File: config.mk
export PLATFORM = sky130hd
export DESIGN_NAME = pe_ctx_sequencer_flat
export DESIGN_NICKNAME = d
export VERILOG_FILES = /design/src/rtl/pe_ctx_sequencer_if.sv /design/src/rtl/pe_ctx_sequencer.sv /design/src/flat_wrapper.sv
export SDC_FILE = /design/constraint.sdc
export NUM_CORES = 1
export LEC_CHECK = 0
export ABC_CLOCK_PERIOD_IN_PS = 4400
export CAP_MARGIN = 15
export CORE_MARGIN = 2
export CORE_UTILIZATION = 54
export DETAILED_ROUTE_END_ITERATION = 16
export GPL_TIMING_DRIVEN = 0
export PLACE_DENSITY = 0.76
export SLEW_MARGIN = 20
export SYNTH_ARGS = -nofsm -noshare
export SYNTH_HDL_FRONTEND = slang
export SYNTH_SLANG_ARGS = --single-unit
File: constraint.sdc
create_clock -name clk -period 4.4 [get_ports clk]
set_input_delay 0.66 -clock clk [delete_from_list [all_inputs] [get_ports clk]]
set_output_delay 0.66 -clock clk [all_outputs]
set_load 0.01 [all_outputs]
File: src/rtl/pe_ctx_sequencer_if.sv
// Handshake/config bundle between a context master (config bus side) and the PE context sequencer.
// master drives configuration and run control; slave (the sequencer) drives the PE-facing outputs.
interface pe_ctx_sequencer_if #(
    parameter int INST_W = 48,
    parameter int DEPTH  = 8,
    parameter int PTR_W  = 3,
    parameter int CNT_W  = 16
);
    logic              cfg_we;
    logic [PTR_W-1:0]  cfg_addr;
    logic [INST_W-1:0] cfg_data;
    logic [PTR_W:0]    cfg_len;
    logic [CNT_W-1:0]  loop_cnt;
    logic              start;
    logic              abort;
    logic              stall;
    logic [INST_W-1:0] inst_out;
    logic              inst_valid;
    logic [PTR_W-1:0]  ctx_ptr;
    logic              busy;
    logic              done;
    logic              cfg_err;

    modport master (
        output cfg_we, cfg_addr, cfg_data, cfg_len, loop_cnt, start, abort, stall,
        input  inst_out, inst_valid, ctx_ptr, busy, done, cfg_err
    );

    modport slave (
        input  cfg_we, cfg_addr, cfg_data, cfg_len, loop_cnt, start, abort, stall,
        output inst_out, inst_valid, ctx_ptr, busy, done, cfg_err
    );
endinterface

File: src/rtl/pe_ctx_sequencer.sv
// Per-PE context store replaying up to DEPTH instruction words cyclically for loop_cnt iterations.
// Latency: start edge -> first instruction registered out; stall freezes issue with no skip/dup, abort wins over stall.
module pe_ctx_sequencer #(
    parameter int INST_W = 48,
    parameter int DEPTH  = 8,
    parameter int PTR_W  = 3,
    parameter int CNT_W  = 16
) (
    input logic                 clk,
    input logic                 rst_n,
    pe_ctx_sequencer_if.slave   seq_if
);
    typedef enum logic [1:0] {
        S_IDLE = 2'd0,
        S_RUN  = 2'd1,
        S_DONE = 2'd2
    } state_e;

    localparam logic [PTR_W:0]   LEN_ONE = (PTR_W+1)'(1);
    localparam logic [PTR_W:0]   LEN_MAX = (PTR_W+1)'(DEPTH);
    localparam logic [CNT_W-1:0] CNT_ONE = CNT_W'(1);
    localparam logic [PTR_W-1:0] PTR_ONE = PTR_W'(1);

    state_e            state_q, state_d;
    logic [INST_W-1:0] mem_q [DEPTH];
    logic [PTR_W:0]    len_q, len_d;
    logic [CNT_W-1:0]  iter_q, iter_d;
    logic [PTR_W-1:0]  ptr_q, ptr_d;
    logic              fin_q, fin_d;
    logic [INST_W-1:0] inst_out_q, inst_out_d;
    logic              inst_valid_q, inst_valid_d;
    logic [PTR_W-1:0]  ctx_ptr_q, ctx_ptr_d;
    logic              busy_q, busy_d;
    logic              done_q, done_d;
    logic              cfg_err_q, cfg_err_d;

    logic              wr_en;
    logic              start_ok;
    logic              issue;
    logic [PTR_W-1:0]  iss_ptr;
    logic [PTR_W:0]    iss_len;
    logic [CNT_W-1:0]  iss_iter;
    logic [INST_W-1:0] rd_data;

    assign wr_en    = seq_if.cfg_we && (state_q == S_IDLE);
    assign start_ok = (seq_if.cfg_len != '0) && (seq_if.cfg_len <= LEN_MAX) &&
                      (seq_if.loop_cnt != '0);

    always_comb begin
        state_d      = state_q;
        len_d        = len_q;
        iter_d       = iter_q;
        ptr_d        = ptr_q;
        fin_d        = fin_q;
        inst_out_d   = inst_out_q;
        inst_valid_d = 1'b0;
        ctx_ptr_d    = ctx_ptr_q;
        cfg_err_d    = 1'b0;
        issue        = 1'b0;
        iss_ptr      = ptr_q;
        iss_len      = len_q;
        iss_iter     = iter_q;
        rd_data      = '0;

        case (state_q)
            S_IDLE: begin
                if (seq_if.start) begin
                    if (start_ok) begin
                        state_d  = S_RUN;
                        len_d    = seq_if.cfg_len;
                        iter_d   = seq_if.loop_cnt;
                        fin_d    = 1'b0;
                        issue    = 1'b1;
                        iss_ptr  = '0;
                        iss_len  = seq_if.cfg_len;
                        iss_iter = seq_if.loop_cnt;
                    end else begin
                        cfg_err_d = 1'b1;
                    end
                end
            end
            S_RUN: begin
                cfg_err_d = seq_if.cfg_we;
                if (seq_if.abort) begin
                    state_d = S_IDLE;
                    ptr_d   = '0;
                    fin_d   = 1'b0;
                end else if (fin_q) begin
                    // Final word is on the outputs this cycle; done follows it.
                    state_d = S_DONE;
                    fin_d   = 1'b0;
                end else if (!seq_if.stall) begin
                    issue = 1'b1;
                end
            end
            S_DONE: begin
                cfg_err_d = seq_if.cfg_we;
                state_d   = S_IDLE;
            end
            default: begin
                state_d = S_IDLE;
            end
        endcase

        if (issue) begin
            // A write landing in the start cycle is forwarded to the first issue.
            if (wr_en && (seq_if.cfg_addr == iss_ptr)) begin
                rd_data = seq_if.cfg_data;
            end else begin
                rd_data = mem_q[iss_ptr];
            end
            inst_out_d   = rd_data;
            ctx_ptr_d    = iss_ptr;
            inst_valid_d = 1'b1;
            if ({1'b0, iss_ptr} == (iss_len - LEN_ONE)) begin
                ptr_d  = '0;
                iter_d = iss_iter - CNT_ONE;
                if (iss_iter == CNT_ONE) begin
                    fin_d = 1'b1;
                end
            end else begin
                ptr_d  = iss_ptr + PTR_ONE;
                iter_d = iss_iter;
            end
        end

        busy_d = (state_d == S_RUN);
        done_d = (state_d == S_DONE);
    end

    always_ff @(posedge clk or negedge rst_n) begin
        if (!rst_n) begin
            state_q      <= S_IDLE;
            len_q        <= '0;
            iter_q       <= '0;
            ptr_q        <= '0;
            fin_q        <= 1'b0;
            inst_out_q   <= '0;
            inst_valid_q <= 1'b0;
            ctx_ptr_q    <= '0;
            busy_q       <= 1'b0;
            done_q       <= 1'b0;
            cfg_err_q    <= 1'b0;
        end else begin
            state_q      <= state_d;
            len_q        <= len_d;
            iter_q       <= iter_d;
            ptr_q        <= ptr_d;
            fin_q        <= fin_d;
            inst_out_q   <= inst_out_d;
            inst_valid_q <= inst_valid_d;
            ctx_ptr_q    <= ctx_ptr_d;
            busy_q       <= busy_d;
            done_q       <= done_d;
            cfg_err_q    <= cfg_err_d;
        end
    end

    always_ff @(posedge clk or negedge rst_n) begin
        if (!rst_n) begin
            for (int i = 0; i < DEPTH; i++) begin
                mem_q[i] <= '0;
            end
        end else if (wr_en) begin
            mem_q[seq_if.cfg_addr] <= seq_if.cfg_data;
        end
    end

    assign seq_if.inst_out   = inst_out_q;
    assign seq_if.inst_valid = inst_valid_q;
    assign seq_if.ctx_ptr    = ctx_ptr_q;
    assign seq_if.busy       = busy_q;
    assign seq_if.done       = done_q;
    assign seq_if.cfg_err    = cfg_err_q;
endmodule

File: src/flat_wrapper.sv
// flat-port wrapper written by rule: the top's interface ports become plain ports
module pe_ctx_sequencer_flat 
#(
    parameter int INST_W = 48,
    parameter int DEPTH  = 8,
    parameter int PTR_W  = 3,
    parameter int CNT_W  = 16
)
  (clk, rst_n, seq_if_cfg_we, seq_if_cfg_addr, seq_if_cfg_data, seq_if_cfg_len, seq_if_loop_cnt, seq_if_start, seq_if_abort, seq_if_stall, seq_if_inst_out, seq_if_inst_valid, seq_if_ctx_ptr, seq_if_busy, seq_if_done, seq_if_cfg_err);
  pe_ctx_sequencer_if #(.INST_W(INST_W), .DEPTH(DEPTH), .PTR_W(PTR_W), .CNT_W(CNT_W)) seq_if_i ();
  input logic clk;
  input logic rst_n;
  input wire logic [$bits(seq_if_i.cfg_we)-1:0] seq_if_cfg_we;
  input wire logic [$bits(seq_if_i.cfg_addr)-1:0] seq_if_cfg_addr;
  input wire logic [$bits(seq_if_i.cfg_data)-1:0] seq_if_cfg_data;
  input wire logic [$bits(seq_if_i.cfg_len)-1:0] seq_if_cfg_len;
  input wire logic [$bits(seq_if_i.loop_cnt)-1:0] seq_if_loop_cnt;
  input wire logic [$bits(seq_if_i.start)-1:0] seq_if_start;
  input wire logic [$bits(seq_if_i.abort)-1:0] seq_if_abort;
  input wire logic [$bits(seq_if_i.stall)-1:0] seq_if_stall;
  output wire logic [$bits(seq_if_i.inst_out)-1:0] seq_if_inst_out;
  output wire logic [$bits(seq_if_i.inst_valid)-1:0] seq_if_inst_valid;
  output wire logic [$bits(seq_if_i.ctx_ptr)-1:0] seq_if_ctx_ptr;
  output wire logic [$bits(seq_if_i.busy)-1:0] seq_if_busy;
  output wire logic [$bits(seq_if_i.done)-1:0] seq_if_done;
  output wire logic [$bits(seq_if_i.cfg_err)-1:0] seq_if_cfg_err;
  assign seq_if_i.cfg_we = seq_if_cfg_we;
  assign seq_if_i.cfg_addr = seq_if_cfg_addr;
  assign seq_if_i.cfg_data = seq_if_cfg_data;
  assign seq_if_i.cfg_len = seq_if_cfg_len;
  assign seq_if_i.loop_cnt = seq_if_loop_cnt;
  assign seq_if_i.start = seq_if_start;
  assign seq_if_i.abort = seq_if_abort;
  assign seq_if_i.stall = seq_if_stall;
  assign seq_if_inst_out = seq_if_i.inst_out;
  assign seq_if_inst_valid = seq_if_i.inst_valid;
  assign seq_if_ctx_ptr = seq_if_i.ctx_ptr;
  assign seq_if_busy = seq_if_i.busy;
  assign seq_if_done = seq_if_i.done;
  assign seq_if_cfg_err = seq_if_i.cfg_err;
  pe_ctx_sequencer #(.INST_W(INST_W), .DEPTH(DEPTH), .PTR_W(PTR_W), .CNT_W(CNT_W)) u_core (.clk(clk), .rst_n(rst_n), .seq_if(seq_if_i));
endmodule
# --- Word-level counts from Yosys, hierarchy flattened ---
# Index checks and enable logic that the tools add are counted.
op_classes:
  addsub: 3
  n_mul: 0
  div_mod_pow: 0
  n_lt_le_gt_ge: 4
  eq_ne: 7
  shift: 0
  muxes: 43
  n_bitwise: 2
  reduce_logical: 12
op_table:
  columns: ["operator", "count"]
  rows:
  - ["384-bit bitwise mux", 1]
  - ["48-bit 2-to-1 mux", 4]
  - ["48-bit binary-select mux with 3-bit select", 1]
  - ["48-bit demux with 3-bit select", 1]
  - ["16-bit 2-to-1 mux", 5]
  - ["3-bit 2-to-1 mux", 7]
  - ["16-bit by 1-bit == test with 1-bit output (second input constant)", 1]
  - ["16-bit nonzero test", 1]
  - ["16-bit by 1-bit subtractor with 16-bit output (second input constant)", 1]
  - ["1-bit 2-to-1 mux", 13]
  - ["4-bit 2-to-1 mux", 3]
  - ["4-bit >= comparator (second input constant)", 2]
  - ["2-bit 2-to-1 mux", 4]
  - ["3-bit inverter with 4-bit output", 2]
  - ["1-bit case mux with 2 select lines", 3]
  - ["1-bit logical AND", 5]
  - ["2-bit by 1-bit == test with 1-bit output (second input constant)", 2]
  - ["2-bit == test (second input constant)", 2]
  - ["3-bit by 4-bit == test with 1-bit output", 1]
  - ["4-bit less-or-equal comparator (second input constant)", 1]
  - ["4-bit by 1-bit less-than comparator with 1-bit output (second input constant)", 1]
  - ["2-bit case mux with 2 select lines", 1]
  - ["2-bit nonzero test", 2]
  - ["4-bit nonzero test", 1]
  - ["other kinds (6)", 6]
totals:
  ff_bits: 465
  latch_bits: 0
  ramBits: 0
  rom_bits: 0
  inputBits: 77
  word_cells: 90
  memories: 0

# --- Logic depth before layout (Yosys ltp) ---
logic_depth:
  depth_word: 11
  depth_mapped: 18

# --- Worst setup path before layout ---
# Ideal clock, no wire load.
synth_timing:
  path_kind: "input to register"
  start: "input port seq_if_loop_cnt[5]"
  end: "register u_core.iter_q[14]"
  setup_ps: 141
  t_arrival_ps: 4270
  t_required_ps: 4259
  slack_ps: -11
  path_stages: 15
  n_path_buf: 3
  path_cell_list: "or4_4 nor3b_4 a211oi_2 buf_6 clkbuf_1 clkbuf_1 mux2i_1 ha_1 xnor2_1 or3_1 o211a_4 nor4b_4 nor4b_4 xnor2_1 mux2i_1"
synth_via:
  elab_chain_cells: 9
synth_rtl:
  columns: ["item", "line_no", "rtl"]
  rows:
  - ["from (decl)", "flat_wrapper.sv:17", "input wire logic [$bits(seq_if_i.loop_cnt)-1:0] seq_if_loop_cnt;"]
  - ["parallel branches: the longest is 8 deep, another holds 16-bit by 1-bit subtractor with 16-bit output", null, null]
  - ["16-bit 2-to-1 mux (*)", "pe_ctx_sequencer.sv:105", "if (issue) begin"]
  - ["named net u_core.iter_d[14]", "pe_ctx_sequencer.sv:27", "logic [CNT_W-1:0] iter_q, iter_d;"]
  - ["to (signal assigned)", "pe_ctx_sequencer.sv:147", "iter_q <= iter_d;"]
  - ["to (decl)", "pe_ctx_sequencer.sv:27", null]
# Mark *: on every way through the listed nets, which the timed path passes.
# A chain may end at the register's enable or synchronous reset.

# --- Worst setup path after layout ---
layout_timing:
  start: "input port seq_if_loop_cnt[7]"
  end: "register u_core.iter_q[14]"
# Same word-level chain as after synthesis.

==> impl_metrics.yaml <==
yosys:
  synth_largest_area_cell: "dfrtp_1"
  ys.flop_type: "dfrtp_1"
  syn_area_per_cell_um2: 12.17
  synth_warnings: 0
  yosysMostFrequentCell: "dfrtp_1"
  synth_top_cell_area_share_pct: 52.42
  async_flop_share_pct: 100.0
  syn_inst: 1824
  synth_cell_types: 52
  synth_top_cells_by_count: "dfrtp_1 (465), mux2_2 (385), nor2_1 (167)"
  synth.net_count: 1908
  synth_top_cells_by_area: "dfrtp_1 (52%), mux2_2 (20%), mux4_2 (4.8%), mux2i_1 (3.3%), nor2_1 (2.8%)"
  syn-cell-area_um2: 22200
  synth_edf_count: 0
  ys_seq_area_share_pct: 52.42
  synth_seq_cells: 465
power_and_ir_drop:
  switchingPower_w: 0.006241
  ir_drop_mv: 0.3308
  p_int_w: 0.01257
  p_per_area_nw_per_um2: 721.6
  switching_share_pct: 33.17
  combPwrFrac_pct: 37.4
  p_seq_share_pct: 40.3
  p_clk_share_pct: 22.4
  leakage_nw: 10.88
placement:
  dp_hpwl_um: 38750
  gp_congestion: 0.8573
  post-place-ws_ns: -1.702
  placed_cell_area_um2: 24300
  io_buffers: 129
cts:
  cts_buffers: 49
  clk_pin_slew_ns: 0.06
  htreeDepth: 2
  clock-root-buffer: "clkbuf_16"
  clk_latency_ns: 0.59
  cts_buffer_depth: 3
  clock-sinks: 465
  cts_tree: "built"
sta:
  tightest_slew_ns: 1.008
  fmax_mhz: 237.4
  hold_viol: 0
  setup_violations: 0
  setup_ws_ns: 0.1876
  finClkSkew_ns: 0.02496
  slew_headroom_pct: 32.79
  finalCritPeriodShare_pct: 95.74
  whs_ns: 0.4782
  final.setup.tns_ns: 0
  finalMaxSlewViolations: 0
  layout_min_cycle_time_ns: 4.212
  rsz0062_at_grt: "false"
cells_and_area:
  final_util_pct: 63.99
  nFillCells: 3140
  final_area_um2: 26070
  drive_gt1_share_pct: 26.77
  nets: 2097
  seq_area_um2: 11640
  area_growth_pct: 17.45
  multiInputGateArea_um2: 10060
critical_path:
  arrival_ns: 4.66
  startpoint_type: "input pin"
  crit_type: "in -> reg"
  end_kind: "flop"
  worstPathRequired_ns: 4.84
  worst-path-max-fanout: 19
routing:
  drt_iter0_markers: 1150
  vias: 15820
  avgViaCountPerCell: 6.126
  drc: 0
  routedWlPerCell_um: 22.70
  totalWireLength_um: 58640
  ant_nets: 0
  drtPass1Iterations: 5
global_route:
  globalRouteOverflowTotal: 0
  grt_usage_pct: 27.74
  grt_max_degree: 105
  grt_pass1_wl_um: 91470
  antenna_found_initial: 4
  grt_pass1_vias: 16230
floorplan:
  num_rows: 74
  num_io_pins: 132
  initial_core_util_pct: 54.49
  core-area_um2: 40740
  dieHeight_um: 206.7
  die-area_um2: 42740
  die_x_um: 206.7
hold_path:
  hp-class: "reg -> reg"
outcome:
  outcome: "complete, no violations"
flow_run:
  max_cap_violations: 0
==> worst paths after layout <==
check / endpoint / slack (ns) / from / depth (start not counted)
max: u_core.iter_q[14]$_DFF_PN0_ / 0.19 / seq_if_loop_cnt[7] / 15
max reg2reg: u_core.iter_q[14]$_DFF_PN0_ / 0.31 / u_core.state_q[1]$_DFF_PN0_ / 15
min in group asynchronous: u_core.seq_if.busy$_DFF_PN0_ / 0.56 / rst_n / 2
max in group asynchronous: u_core.mem_q[76]$_DFFE_PN0P_ / 2.53 / rst_n / 4
min: u_core.seq_if.ctx_ptr[0]$_DFFE_PN0P_ / 0.48 / u_core.seq_if.ctx_ptr[0]$_DFFE_PN0P_ / 2
min reg2reg: u_core.seq_if.ctx_ptr[0]$_DFFE_PN0P_ / 0.48 / u_core.seq_if.ctx_ptr[0]$_DFFE_PN0P_ / 2
==> per-layer routing <==
metal | wire length, um | GRT usage, %
met1 | 24730 | 37.89
met2 | 28360 | 45.31
met3 | 3830 | 4.349
met4 | 1720 | 10.11
met5 | 0 | 0
==> through the flow <==
stage	total power (W)	std cells
final	0.01881	2583
after detailed placement	0.01447	2490
after global placement	0.01412	2485
after CTS	0.01878	2578
after floorplan	0.01220	1824
after global routing	0.01984	2582
==> registers in the layout, summed over array words and instances (netlist names) <==
register	cells
u_core.fin_q	1
u_core.iter_q	16
u_core.len_q	4
u_core.mem_q	384
u_core.ptr_q	3
u_core.seq_if.busy	1
u_core.seq_if.cfg_err	1
u_core.seq_if.ctx_ptr	3
u_core.seq_if.done	1
u_core.seq_if.inst_out	48
u_core.seq_if.inst_valid	1
u_core.state_q	2
==> power groups by stage <==
stage	combinational, W	sequential (W)	clock [W]
4_1_cts	0.00699	0.00754	0.00424
6_report	0.00703	0.00758	0.00421
2_1_floorplan	0.00487	0.00733	0
3_5_place_dp	0.00687	0.00760	0
5_1_grt	0.00761	0.00781	0.00442
3_3_place_gp	0.00663	0.00749	0
==> worst max-delay path, stage by stage <==
cell and delay (ns):
clkdlybuf4s50_1 0.46, or4_4 0.53, nor3b_4 0.29, a211oi_4 0.11
buf_6 0.19, buf_8 0.18, mux2i_4 0.20, ha_1 0.34
xnor2_1 0.15, or3_1 0.39, o211a_4 0.28, nor4b_4 0.34
nor4b_4 0.27, xnor2_1 0.15, mux2i_1 0.10
==> layout make-up <==
cell class,count,share of cell area [%]
buffer,137,2.126
clock buffer,74,5.687
clock inverter,11,0.5519
tap,532,2.553
multi-input combinational,1212,38.61
sequential,465,44.63
timing repair buffer,139,5.673
inverter,9,0.1296
antenna,4,0.03840
==> timing repair <==
item	4_1_cts	5_1_grt
hold buffers	1	0
endpoints found under the setup margin	20	16
pin swaps	2	3
cloned	0	0
resized for setup	10	14
hold endpoints to repair	40	0
setup buffers	3	1
==> placed cells by master (no fill, tap or decap), drive strengths merged, types with 4 or more instances in the layout <==
| master | count |
|---|---|
| clkdlybuf4s50 | 126 |
| nor2 | 167 |
| xnor2 | 12 |
| buf | 39 |
| inv | 10 |
| nor4 | 9 |
| xor2 | 18 |
| o21ai | 99 |
| mux2i | 73 |
| ha | 7 |
| clkinvlp | 4 |
| mux4 | 47 |
| o211a | 48 |
| mux2 | 385 |
| a21oi | 105 |
| nor4b | 4 |
| nand2 | 133 |
| a211oi | 49 |
| diode | 4 |
| nor3 | 14 |
| nand3 | 4 |
| dfrtp | 465 |
| o22ai | 4 |
| clkbuf | 182 |
==> kinds of logic after synthesis <==
group | count (synthesis) | share of synthesized area [%]
AOI/OAI and AO/OA | 316 | 8.985
DFF | 465 | 52.42
adders and majority gates | 7 | 0.3945
xor gates and xnor gates | 30 | 1.184
and+or+nand+nor | 354 | 6.843
buffers and inverters | 147 | 2.582
muxes | 505 | 27.59
Note: power is estimated with default switching activity, not from simulation.
